## src/rtl/bcd_convert_seq.sv

```systemverilog
// bcd_convert_seq: iterative double-dabble binary-to-BCD converter, one bit per clock; BCD_SATURATE_EN clamps overflowed results to all nines
module bcd_convert_seq #(
    parameter int IN_W   = 7,
    parameter int DIGITS = 2
) (
    input  logic                  clk,
    input  logic                  rst,
    input  logic                  start,
    input  logic [IN_W-1:0]       bin_in,
    output logic                  ready,
    output logic                  valid,
    output logic [4*DIGITS-1:0]   bcd_out,
    output logic                  overflow
);
    localparam int AW = 4 * DIGITS;
    localparam int CW = $clog2(IN_W + 1);

    typedef enum logic [1:0] {IDLE, SHIFT, DONE} state_t;

    state_t          state, state_n;
    logic [IN_W-1:0] sh;
    logic [AW-1:0]   acc, adj;
    logic            sticky;
    logic [CW-1:0]   cnt;

    assign ready = state == IDLE;

    // state register
    always_ff @(posedge clk)
        state <= rst ? IDLE : state_n;

    // next-state: idle until start, shift IN_W bits, then one publish cycle
    always_comb begin
        state_n = state;
        state_n = (state == IDLE && start)            ? SHIFT :
                  (state == SHIFT && cnt == CW'(1))   ? DONE  :
                  (state == DONE)                     ? IDLE  : state;
    end

    // add-3 correction on every digit that would overflow when doubled
    always_comb begin
        adj = acc;
        for (int i = 0; i < DIGITS; i++)
            adj[4*i +: 4] = acc[4*i +: 4] >= 4'd5 ? acc[4*i +: 4] + 4'd3 : acc[4*i +: 4];
    end

    // datapath: load, shift with sticky carry-out of the top digit, publish result
    always_ff @(posedge clk) begin
        if (rst) begin
            sh       <= '0;
            acc      <= '0;
            sticky   <= 1'b0;
            cnt      <= '0;
            valid    <= 1'b0;
            bcd_out  <= '0;
            overflow <= 1'b0;
        end else begin
            valid <= state == DONE;
            if (state == IDLE && start) begin
                sh     <= bin_in;
                acc    <= '0;
                sticky <= 1'b0;
                cnt    <= CW'(IN_W);
            end else if (state == SHIFT) begin
                acc    <= {adj[AW-2:0], sh[IN_W-1]};
                sh     <= sh << 1;
                sticky <= sticky | adj[AW-1];
                cnt    <= cnt - CW'(1);
            end else if (state == DONE) begin
                overflow <= sticky;
`ifdef BCD_SATURATE_EN
                bcd_out  <= sticky ? {DIGITS{4'h9}} : acc;
`else
                bcd_out  <= acc;
`endif
            end
        end
    end
endmodule
```

## config.mk

```make
export PLATFORM = sky130hd
export DESIGN_NAME = bcd_convert_seq
export DESIGN_NICKNAME = d
export VERILOG_FILES = /design/src/rtl/bcd_convert_seq.sv
export SDC_FILE = /design/constraint.sdc
export NUM_CORES = 1
export LEC_CHECK = 0
export ABC_CLOCK_PERIOD_IN_PS = 3800
export BUFFER_PORTS_ARGS = -buffer_cell sky130_fd_sc_hd__buf_4
export CORE_MARGIN = 2
export CORE_UTILIZATION = 59
export CTS_CLUSTER_SIZE = 28
export DETAILED_ROUTE_END_ITERATION = 16
export GPL_ROUTABILITY_DRIVEN = 0
export PLACE_DENSITY = 0.85
export SLEW_MARGIN = 15
export SYNTH_ARGS = -nofsm -noshare
export SYNTH_HDL_FRONTEND = slang
export SYNTH_SLANG_ARGS = --single-unit
```

## constraint.sdc

```tcl
create_clock -name clk -period 3.8 [get_ports clk]
set_clock_uncertainty 0.1 [all_clocks]
set_input_delay 0.38 -clock clk [delete_from_list [all_inputs] [get_ports clk]]
set_output_delay 0.38 -clock clk [all_outputs]
set_load 0.02 [all_outputs]
```

Word-level counts from Yosys, hierarchy flattened

Index checks and enable logic that the tools add are counted.

Bits in registers: 31
Logic and storage cells: 37

Add/sub/neg operators: 3
$lt $le $gt $ge: 2
Equality and inequality tests: 3
Mux-type cells: 9
Bitwise logic cells: 3
Reductions and logical operators: 8

Operators with widths:

| kind                                                                                | number |
|---|---|
| 7-bit 2-to-1 mux                                                                    | 2 |
| 4-bit by 2-bit adder with 4-bit output, second input constant                       | 2 |
| 4-bit by 3-bit greater-or-equal comparator with 1-bit output, second input constant | 2 |
| 4-bit 2-to-1 mux                                                                    | 2 |
| 3-bit 2-to-1 mux                                                                    | 2 |
| 2-bit 2-to-1 mux                                                                    | 2 |
| 2-bit nonzero test                                                                  | 2 |
| 3-bit by 1-bit == test with 1-bit output, second input constant                     | 1 |
| 3-bit AND reduction                                                                 | 1 |
| 3-bit nonzero test                                                                  | 1 |
| 3-bit by 1-bit subtractor with 3-bit output, second input constant                  | 1 |
| 2-bit by 1-bit == test with 1-bit output, second input constant                     | 1 |
| 2-bit == test, second input constant                                                | 1 |
| 1-bit logical AND                                                                   | 2 |
| 2-bit zero test                                                                     | 1 |
| 1-bit NOT                                                                           | 2 |
| 2-bit OR reduction                                                                  | 1 |
| 1-bit 2-to-1 mux                                                                    | 1 |
| 1-bit OR                                                                            | 1 |

Logic depth before layout (Yosys ltp)

Word-level depth: 4
Gate-level depth with buffers: 6
Mapped depth without buffers: 6

Worst setup path after synthesis

Ideal clock, no wire load.

Path type: reg2reg
Start: register acc[1]
End: register acc[2]
Setup time: 87 ps
Arrival time: 1,370 ps
Required time: 3,613 ps
Setup slack: 2,243 ps
Stages on the path, launching flop included: 7
Path through: dfxtp_1 > inv_1 > ha_1 > nand2b_1 > a21oi_1 > mux2_1 > o31ai_1

Longest elaborated chain between the ends: 2

RTL lines:

| what                                                                                                                   | line | text |
|---|---|---|
| from (decl)                                                                                                            | 22   | `logic [AW-1:0] acc, adj;` |
| from (signal assigned)                                                                                                 | 65   | `acc <= {adj[AW-2:0], sh[IN_W-1]};` |
| 4-bit by 2-bit adder with 4-bit output or 4-bit by 3-bit greater-or-equal comparator with 1-bit output (tied branches) | 44   | `adj[4*i +: 4] = acc[4*i +: 4] >= 4'd5 ? acc[4*i +: 4] + 4'd3 : acc[4*i +: 4];` |
| 4-bit 2-to-1 mux (*)                                                                                                   | 44   |  |

Mark *: on every way between the ends. The rest lies on a longest branch, timed or not.
A chain may end at the register's enable or synchronous reset.

Worst setup path after layout

Start: register acc[0]
End: register acc[2]

The elaborated chain is that of the path after synthesis.

==> results.sh <==
export IMPL_hp_start="bin_in[0]"
export IMPL_worst_r2r_path_depth=6
export IMPL_maxSlewViolCount=0
export IMPL_syn_area_per_cell_um2=8.581
export IMPL_worst_setup_path_start_kind="register"
export IMPL_crit_chain="inv_1, ha_1, nand2b_1, a21oi_1, mux2_1, o31ai_1"
export IMPL_cts_root_buf="clkbuf_4"
export IMPL_fin_nets=199
export IMPL_cts_buffers=5
export IMPL_critPathArrivalTime_ns=1.88
export IMPL_antenna_found_initial=0
export IMPL_post_cts_buffers=0
export IMPL_crit_fanout=5
export IMPL_setup_ws_ns=2.062
export IMPL_worstPathRequired_ns=3.95
export IMPL_tns_ns=0
export IMPL_final_seq_area_um2=620.6
export IMPL_synth_top_area_cell="dfxtp_1"
export IMPL_grt_pass1_wl_um=4836
export IMPL_rsz0062_at_grt="false"
export IMPL_firstDrtPassIters=4
export IMPL_rows=17
export IMPL_setup_viol=0
export IMPL_end_kind="register"
export IMPL_clkLatencyLatePin_ns=0.33
export IMPL_cts_hold_buf=0
export IMPL_whs_ns=0.2054
export IMPL_hold_end="sh[0]"
export IMPL_p_leak_nw=0.5886
export IMPL_finalCriticalPeriod_ns=1.738
export IMPL_regToRegSetupSlack_ns=2.06
export IMPL_via_per_inst=5.611
export IMPL_dp_cells=204
export IMPL_rr_endpoint="acc[2]"
export IMPL_power_density_mw_per_mm2=389.3
export IMPL_ys_types=33
export IMPL_diodes=0
export IMPL_ios=21
export IMPL_path_class="register to register"
export IMPL_core_mm2=0.002276
export IMPL_tightest_slew_ns=0.5748
export IMPL_status="finished clean"
export IMPL_ir_drop_mv=0.3163
export IMPL_first_global_vias=1193
export IMPL_final_common_cell="nand2_1"
export IMPL_grt_usage_pct=24.41
export IMPL_drtIter0Drc=21
export IMPL_yosysSeqAreaShare_pct=42.80
export IMPL_drc_errors=0
export IMPL_initial_core_util_pct=63.72
export IMPL_cts_repair_resized=0
export IMPL_yosysWarningCount=0
export IMPL_placed_area_mm2=0.001546
export IMPL_stdcell_area_mm2=0.001603
export IMPL_area_growth_pct=10.53
export IMPL_synth_cells=169
export IMPL_r2r_start="acc[0]"
export IMPL_netlist_area_mm2=0.001450
export IMPL_via_count=1184
export IMPL_ys_ff_latch=31
export IMPL_place_ws_ns=2.080
export IMPL_die_h_um=53.58
export IMPL_synth_top_area_share_pct=42.80
export IMPL_fp_dieW_um=53.58
export IMPL_final_cell_mix="33 x nand2_1, 31 x dfxtp_1, 27 x a21oi_1, 20 x buf_4, 8 x nor2_1"
export IMPL_ant_nets=0
export IMPL_drv_cap=0
export IMPL_clkSinkCount=31
export IMPL_port_buffers=20
export IMPL_timing_final_hold_violations=0
export IMPL_fin_crit_sh_pct=45.73
export IMPL_syn_nets=185
export IMPL_dpl_hpwl_um=2078
export IMPL_cpMaxStageDelayCell="dfxtp_1"
export IMPL_clock_path_buffers=2
export IMPL_cts_tree="done"
export IMPL_final_cells=211
export IMPL_cts_max_level=2
export IMPL_hold_depth=3
export IMPL_drt_total_wl_um=2878
export IMPL_fillCellCount=189
export IMPL_wl_per_cell_um=13.64
export IMPL_critPathMaxStageDelay_ns=0.36
export IMPL_overflow=0
export IMPL_max_slew_margin_pct=61.60
export IMPL_synthTopCellsByArea="dfxtp_1 43%, a21oi_1 9.3%, nand2_1 8.5%, ha_1 5.2%, a22oi_1 3.1%"
export IMPL_drive_gt1_share_pct=17.49
export IMPL_max_freq_mhz=575.4
export IMPL_die_area_mm2=0.002870
export IMPL_hp_class="primary input to register"
export IMPL_multi_input_area_um2=714.4
export IMPL_grt_start_max_net_pins=27
export IMPL_clk_pin_slew_worst_paths_ns=0.10
-- flip-flops by register name (all words and copies together), names as in the netlist --
name,cells
acc,8
sticky,1
overflow,1
valid,1
state,2
sh,7
cnt,3
bcd_out,8
-- per-stage QoR --
| step | util (%) | power, mW |
|---|---|---|
| floorplan | - | 0.4238 |
| global placement | 67.95 | 0.4331 |
| global route | 70.42 | 0.6571 |
| CTS | 70.42 | 0.6281 |
| detailed placement | 67.95 | 0.4379 |
| finish | 70.42 | 0.6240 |
-- cell families after synthesis --
logic type               Yosys count  synth area share (%)
AND/OR/NAND/NOR                   57                 20.02
AO/OA/AOI/OAI                     51                 21.31
flip-flops                        31                 42.80
buffers and inverters             20                 7.938
adder cells (fa/ha/maj)            6                 5.177
XOR/XNOR                           2                 1.208
multiplexers                       2                 1.553
-- worst max-delay path: cells and delay by family (launching register included) --
kind	cells	cell delay, ns
adders and majority gates	1	0.23
AOI/OAI and AO/OA	2	0.37
DFF	1	0.36
buffers and inverters	1	0.14
and+or+nand+nor	1	0.13
muxes	1	0.33
-- final cells by class --
| class | count | share of cell area (%) |
|---|---|---|
| multi-input combinational | 118 | 44.57 |
| sequential | 31 | 38.72 |
| timing repair buffer | 20 | 9.368 |
| clock buffer | 6 | 3.201 |
| tap | 28 | 2.186 |
| inverter | 7 | 1.639 |
| clock inverter | 1 | 0.3123 |
-- report_power, final --
part           switching [mW]  total, mW  internal [mW]
registers              0.0108      0.348          0.337
logic                  0.0480     0.0817         0.0337
clock network           0.108      0.194         0.0856
total                   0.167      0.624          0.457
-- worst max path at each step --
stage                     startpoint  endpoint  slack [ns]  cells past startpoint
final                         acc[0]    acc[2]        2.06                      6
after floorplan               acc[1]    acc[2]        2.24                      6
after detailed placement      acc[0]    acc[2]        2.08                      6
after CTS                     acc[0]    acc[2]        2.05                      6
after global placement        acc[1]    acc[2]        2.16                      6
after global routing        state[0]     sh[1]        1.89                      4
-- synthesized netlist by cell type, drive strengths merged --
cell     instances
nand2           33
dfxtp           31
a21oi           27
buf              9
nor2             8
inv              7
a22oi            6
ha               6
o21ai            6
a31oi            4
clkbuf           4
nand2b           4
nand3            3
nor3b            3
a211oi           2
mux2             2
nor2b            2
o31ai            2
xnor2            2
a2111o           1
a2111oi          1
a41oi            1
nand4            1
nor3             1
o31a             1
or2b             1
or3b             1
-- per-layer routing --
metal / wire (um) / up-vias / GRT usage [%]
met4: 61 / 0 / 14.53
met5: 0 / - / 0
li1: - / 611 / -
met1: 1253 / 542 / 24.30
met3: 104 / 6 / 8.333
met2: 1458 / 25 / 43.62
Note: power is estimated with default switching activity, not from simulation.
